<file path="src/rtl/wb_trace_monitor.sv">
// ---------------------------------------------------------------------------
// wb_trace_monitor
//
// Passive observer for the pipeline writeback debug interface. It keeps a
// shadow copy of the architectural register file and records every committed
// register write into a sequence-numbered trace FIFO. A checker or host drains
// that FIFO over a valid/ready stream. The monitor never drives the core.
//
// Ports:
//   clk, rst          single rising-edge clock, synchronous active-high reset
//   wb_reg_write_i    writeback strobe from the pipeline
//   wb_rd_addr_i      writeback destination register (x0 writes are ignored)
//   wb_result_i       writeback value
//   capture_en_i      allows trace pushes and sequence counting
//   clear_i           flushes the trace FIFO and clears overflow state
//   trace_valid_o     head entry available
//   trace_ready_i     consumer accepts the head entry
//   trace_seq_o       sequence number of the head entry (0 when not valid)
//   trace_rd_o        destination register of the head entry (0 when not valid)
//   trace_data_o      value of the head entry (0 when not valid)
//   fifo_count_o      trace FIFO occupancy
//   overflow_o        sticky flag, at least one event was dropped
//   overflow_cnt_o    saturating count of dropped events
//   shadow_raddr_i    shadow register file read address
//   shadow_rdata_o    shadow register file read data (combinational)
// ---------------------------------------------------------------------------
module wb_trace_monitor #(
    parameter int DATA_WIDTH     = 32,
    parameter int REG_ADDR_WIDTH = 5,
    parameter int FIFO_DEPTH     = 8,
    parameter int SEQ_WIDTH      = 16,
    parameter int OVF_WIDTH      = 16
) (
    input  logic                          clk,
    input  logic                          rst,
    input  logic                          wb_reg_write_i,
    input  logic [REG_ADDR_WIDTH-1:0]     wb_rd_addr_i,
    input  logic [DATA_WIDTH-1:0]         wb_result_i,
    input  logic                          capture_en_i,
    input  logic                          clear_i,
    output logic                          trace_valid_o,
    input  logic                          trace_ready_i,
    output logic [SEQ_WIDTH-1:0]          trace_seq_o,
    output logic [REG_ADDR_WIDTH-1:0]     trace_rd_o,
    output logic [DATA_WIDTH-1:0]         trace_data_o,
    output logic [$clog2(FIFO_DEPTH):0]   fifo_count_o,
    output logic                          overflow_o,
    output logic [OVF_WIDTH-1:0]          overflow_cnt_o,
    input  logic [REG_ADDR_WIDTH-1:0]     shadow_raddr_i,
    output logic [DATA_WIDTH-1:0]         shadow_rdata_o
);

    localparam int PTR_W    = $clog2(FIFO_DEPTH);
    localparam int CNT_W    = PTR_W + 1;
    localparam int NUM_REGS = 1 << REG_ADDR_WIDTH;

    logic [DATA_WIDTH-1:0]     shadow_rf [NUM_REGS];

    logic [SEQ_WIDTH-1:0]      seq_mem  [FIFO_DEPTH];
    logic [REG_ADDR_WIDTH-1:0] rd_mem   [FIFO_DEPTH];
    logic [DATA_WIDTH-1:0]     data_mem [FIFO_DEPTH];

    logic [PTR_W-1:0]          rd_ptr;
    logic [PTR_W-1:0]          wr_ptr;
    logic [CNT_W-1:0]          count;
    logic [SEQ_WIDTH-1:0]      seq;
    logic                      overflow;
    logic [OVF_WIDTH-1:0]      ovf_cnt;

    logic                      wb_event;
    logic                      capture;
    logic                      fifo_full;
    logic                      pop;
    logic                      push;
    logic                      drop;

    // Event qualification. A full FIFO still accepts a push when the head is
    // being popped in the same cycle, since the freed slot is the one the
    // write pointer already points at.
    assign wb_event  = wb_reg_write_i && (wb_rd_addr_i != '0);
    assign capture   = wb_event && capture_en_i;
    assign fifo_full = (count == CNT_W'(FIFO_DEPTH));
    assign pop       = trace_valid_o && trace_ready_i;
    assign push      = capture && (!fifo_full || pop);
    assign drop      = capture && fifo_full && !pop;

    // Shadow register file tracks every non-x0 writeback, independent of
    // capture_en_i and clear_i.
    always_ff @(posedge clk) begin
        if (rst) begin
            for (int i = 0; i < NUM_REGS; i++) begin
                shadow_rf[i] <= '0;
            end
        end else if (wb_event) begin
            shadow_rf[wb_rd_addr_i] <= wb_result_i;
        end
    end

    // Trace storage needs no reset: head outputs are gated by trace_valid_o,
    // and a write during clear_i lands in a slot the reset pointers ignore.
    always_ff @(posedge clk) begin
        if (push) begin
            seq_mem[wr_ptr]  <= seq;
            rd_mem[wr_ptr]   <= wb_rd_addr_i;
            data_mem[wr_ptr] <= wb_result_i;
        end
    end

    // Sequence number advances on every captured event, pushed or dropped,
    // so consumers can spot drops as gaps. clear_i leaves it alone.
    always_ff @(posedge clk) begin
        if (rst) begin
            seq <= '0;
        end else if (capture) begin
            seq <= seq + SEQ_WIDTH'(1);
        end
    end

    // FIFO pointers, occupancy and overflow state. clear_i overrides any
    // push, pop or drop in the same cycle.
    always_ff @(posedge clk) begin
        if (rst || clear_i) begin
            rd_ptr   <= '0;
            wr_ptr   <= '0;
            count    <= '0;
            overflow <= 1'b0;
            ovf_cnt  <= '0;
        end else begin
            if (push) begin
                wr_ptr <= wr_ptr + PTR_W'(1);
            end
            if (pop) begin
                rd_ptr <= rd_ptr + PTR_W'(1);
            end
            if (push && !pop) begin
                count <= count + CNT_W'(1);
            end else if (pop && !push) begin
                count <= count - CNT_W'(1);
            end
            if (drop) begin
                overflow <= 1'b1;
                if (ovf_cnt != '1) begin
                    ovf_cnt <= ovf_cnt + OVF_WIDTH'(1);
                end
            end
        end
    end

    assign trace_valid_o  = (count != '0);
    assign trace_seq_o    = trace_valid_o ? seq_mem[rd_ptr]  : '0;
    assign trace_rd_o     = trace_valid_o ? rd_mem[rd_ptr]   : '0;
    assign trace_data_o   = trace_valid_o ? data_mem[rd_ptr] : '0;
    assign fifo_count_o   = count;
    assign overflow_o     = overflow;
    assign overflow_cnt_o = ovf_cnt;

    assign shadow_rdata_o = (shadow_raddr_i == '0) ? '0 : shadow_rf[shadow_raddr_i];

endmodule

</file>
<file path="config.mk">
export PLATFORM = sky130hd
export DESIGN_NAME = wb_trace_monitor
export DESIGN_NICKNAME = d
export VERILOG_FILES = /design/src/rtl/wb_trace_monitor.sv
export SDC_FILE = /design/constraint.sdc
export NUM_CORES = 2
export LEC_CHECK = 0
export ABC_AREA = 1
export CAP_MARGIN = 20
export CORE_MARGIN = 2
export CORE_UTILIZATION = 55
export DETAILED_ROUTE_END_ITERATION = 12
export GPL_TIMING_DRIVEN = 0
export MAX_ROUTING_LAYER = met4
export PLACE_DENSITY = 0.73
export SYNTH_ARGS = -nofsm -noshare
export SYNTH_HDL_FRONTEND = slang
export SYNTH_SLANG_ARGS = --single-unit
</file>
<file path="constraint.sdc">
create_clock -name clk -period 7.71 [get_ports clk]
set_input_delay 1.542 -clock clk [delete_from_list [all_inputs] [get_ports clk]]
set_output_delay 1.542 -clock clk [all_outputs]
set_load 0.01 [all_outputs]
</file>
==> metrics.md <==
| Metric | Value |
|---|---|
| Flops & latches, synth | `~1500` |
| Hold_sp | `overflow_o` |
| Critical R2R Launch | `fifo_count_o[0]` |
| Worst Hold Depth | `2` |
| First-pass GRT wire length | `between 300 and 400 mm` |
| Post-synth EDFFs | `around 1400` |
| WHS Endpoint | `overflow_o` |
| Register share of total power | `50.1%` |
| # DRC | `0` |
| CP startpoint kind | `input port` |
| Pre-CTS setup slack | `around 370 ps` |
| Grt total ovfl | `0` |
| CTS tree | `yes` |
| Postcts setup bufs | `0` |
| Reg clk slew, reported paths | `60 ps` |
| Reg2reg setup slack | `roughly 4800 ps` |
| Detail Route met3 WL | `37.0 mm` |
| GPL Wtd Cong | `slightly above 1` |
| Clk root buf | `clkbuf_16` |
| Port buffer count | `151` |
| Register area share after synthesis | `between 60% and 70%` |
| CP Max Fanout | `10` |
| Top routing layer used | `met4` |
| Die Y | `between 300 and 400 um` |
| Maximum buffer depth of the clock tree | `3` |
| Register area | `roughly 44000 um^2` |
| CP required | `slightly above 6000 ps` |
| Period Utilization, post-route | `between 90% and 100%` |
| Overall routed net length | `230 mm` |
| Largest net degree at the start of global routing | `33` |
| Top FF cell, synth | `edfxtp_1` |
| Commonest non-fill, non-tap cells in the layout | `1628 x nor2_1, 1448 x edfxtp_1, 1379 x nand2_1` |
| Vias/cell | `a little over 6` |
| P_leak | `27.9 nW` |
| Die ar. | `121000 um^2` |
| Setup TNS Final | `0 ps` |
| Num CTS Buffers | `approximately 160` |
| Sw frac | `25.4%` |
| Hold Fails Final Rpt | `0` |
| Core Region | `around 120000 um^2` |
| Fin nets | `between 6000 and 7000` |
| Commonest non-fill, non-tap cell in the layout | `nor2_1` |
| Cells after Synth | `~6400` |
| Fillers | `a little over 9000` |
| Worst skew pair latency | `approximately 800 ps` |
| Post-DRT Antenna Nets | `0` |
| Asr flop ratio synth | `0%` |
| Post_cts resized | `0` |
| Clock tree sinks | `around 1500` |
| Die Width | `between 300 and 400 um` |
| Vias in the first global route | `just under 50000` |
| GRT Overall Usage | `38.8%` |
| Number of max-cap violations | `0` |
| Max-slew violation count | `0` |
| IO Pins | `around 160` |
| CTS Hold Bufs | `0` |
| RR Endpoint | `data_mem[6][30]` |
| Met1 wire length | `between 80 and 90 mm` |
| FP Rows | `roughly 130` |
| Final setup fails | `0` |
| Metal2 WL | `about 100 mm` |
| Min cycle time layout | `7410 ps` |
| Worst hold slack | `between 400 and 500 ps` |
| P&R area growth vs syn | `14.9%` |
| Comb pwr share | `roughly a tenth` |
| Worst-margin pin slew | `roughly 1300 ps` |
| RSZ-0062 raised after global routing | `false` |
| Synth unique cells | `29` |
| Mean post-synth cell area | `about 10 um^2` |
| Pre-antenna DRT Iters | `7` |
| Clk_skew | `23.2 ps` |
| Max Clock Freq | `approximately 0.13 GHz` |
| Post-Syn Area | `between 60000 and 70000 um^2` |
| Routed via count | `roughly 52000` |
| Worst reg-to-reg path cell count | `7` |
| Number of DRC markers in iteration 0 | `approximately 9000` |
| Psw | `roughly 0.0047 W` |
| Layout cell share with drive strength beyond 1 | `between 6 and 7%` |
| H-tree levels | `4` |
| Setup CP Type | `in2out` |
| CP arrival | `~6000 ps` |
| Clock Power Share | `around two fifths` |
| Area of the multi-input gates | `about 18000 um^2` |
| Slew margin rel. | `between 10% and 20%` |
| Post-route setup slack | `299 ps` |
| VDD IR max | `between 200 and 250 uV` |
| Initial core utilization | `a little under three fifths` |
| Status | `finished clean` |
| Synthesis Warnings | `0` |
| Antenna violations before repair | `19` |
| Internal Power | `approximately 0.014 W` |
| HP Class | `reg2reg` |
| Critical Path Sink Type | `primary output` |
| Pwr Density | `249 nW/um^2` |
| Routed WL per cell | `between 20 and 30 um` |
| DP HPWL | `158 mm` |
## per-stage QoR
step / instances / util (%) / area, um^2 / power, W
3_3_place_gp: 8109 / 58.7 / 68400 / 0.0112
5_1_grt: 8469 / 64.0 / 74500 / 0.0189
2_1_floorplan: 6434 / - / 65000 / 0.0103
6_report: 8475 / 64.0 / 74500 / 0.0186
4_1_cts: 8443 / 63.9 / 74400 / 0.0184
3_5_place_dp: 8153 / 59.6 / 69500 / 0.0112
## logic make-up after synthesis
logic type               Yosys count  share of synthesized area (%)
XOR/XNOR                          15                          0.203
flip-flops                      1494                           68.5
buffers and inverters            593                           3.77
adder cells (fa/ha/maj)            8                          0.166
AND/OR/NAND/NOR                 3783                           23.4
other                              1                        0.00578
AO/OA/AOI/OAI                    509                           4.04
## synthesized netlist by cell type, types with 12 or more instances
master    instances  area, um^2
nor3_1           17        85.1
inv_1            82         308
nand2_1        1410        5290
edfxtp_1       1448       43500
clkbuf_1        281        1050
a21oi_1          37         185
o21ai_0         398        1990
o21ai_1          18        90.1
buf_2           173         866
nor2_1         1636        6140
xor2_1           12         105
nand3_1         709        3550
a31oi_1          53         332
dfxtp_1          46         921
buf_1            50         188
## how the worst max path moves through the flow
stage	slack, ps	depth (start not counted)	startpoint	endpoint
floorplan	2680	7	wb_rd_addr_i[2]	data_mem[1][0]
global placement	-970	8	wb_rd_addr_i[4]	data_mem[3][26]
detailed placement	370	12	shadow_raddr_i[1]	shadow_rdata_o[14]
CTS	350	12	shadow_raddr_i[1]	shadow_rdata_o[14]
global route	370	11	shadow_raddr_i[1]	shadow_rdata_o[17]
finish	300	12	shadow_raddr_i[1]	shadow_rdata_o[14]
## flip-flops by register name, summed over array words and instances, names as in the netlist, named ones only
name / cells
shadow_rf: 1024
rd_mem: 40
wr_ptr: 3
rd_ptr: 3
fifo_count_o: 4
overflow_o: 1
seq_mem: 128
overflow_cnt_o: 16
data_mem: 256
seq: 16
## layout make-up
type	count	share of cell area (%)
sequential	1494	59.6
multi-input combinational	4347	24.5
clock buffer	194	5.61
timing repair buffer	196	3.34
buffer	505	2.84
tap	1524	2.56
clock inverter	96	1.01
inverter	88	0.443
antenna	31	0.104
## critical path: stages
cell and delay [ps]:
clkdlybuf4s50_1 660, clkinv_1 290, clkbuf_1 540, clkbuf_1 800, nand3_1 150, nand2_1 130
nand2_1 50, nand2_1 90, nor2_1 90, nor2_1 770, nor2_1 190, clkdlybuf4s50_1 550
## per-layer routing
layer,up-vias,global-route usage (%)
li1,22400,-
met4,0,20.8
met3,803,12.9
met5,-,-
met2,4335,54.7
met1,24900,49.9
## power groups by stage
| stage | clock network (W) | registers, W | logic [W] |
|---|---|---|---|
| floorplan | 0 | 0.00945 | 0.000893 |
| CTS | 0.00733 | 0.00930 | 0.00177 |
| detailed placement | 0 | 0.00947 | 0.00176 |
| finish | 0.00740 | 0.00930 | 0.00185 |
| global placement | 0 | 0.00948 | 0.00169 |
| global route | 0.00766 | 0.00933 | 0.00193 |
Note: power is estimated with default switching activity, not from simulation.
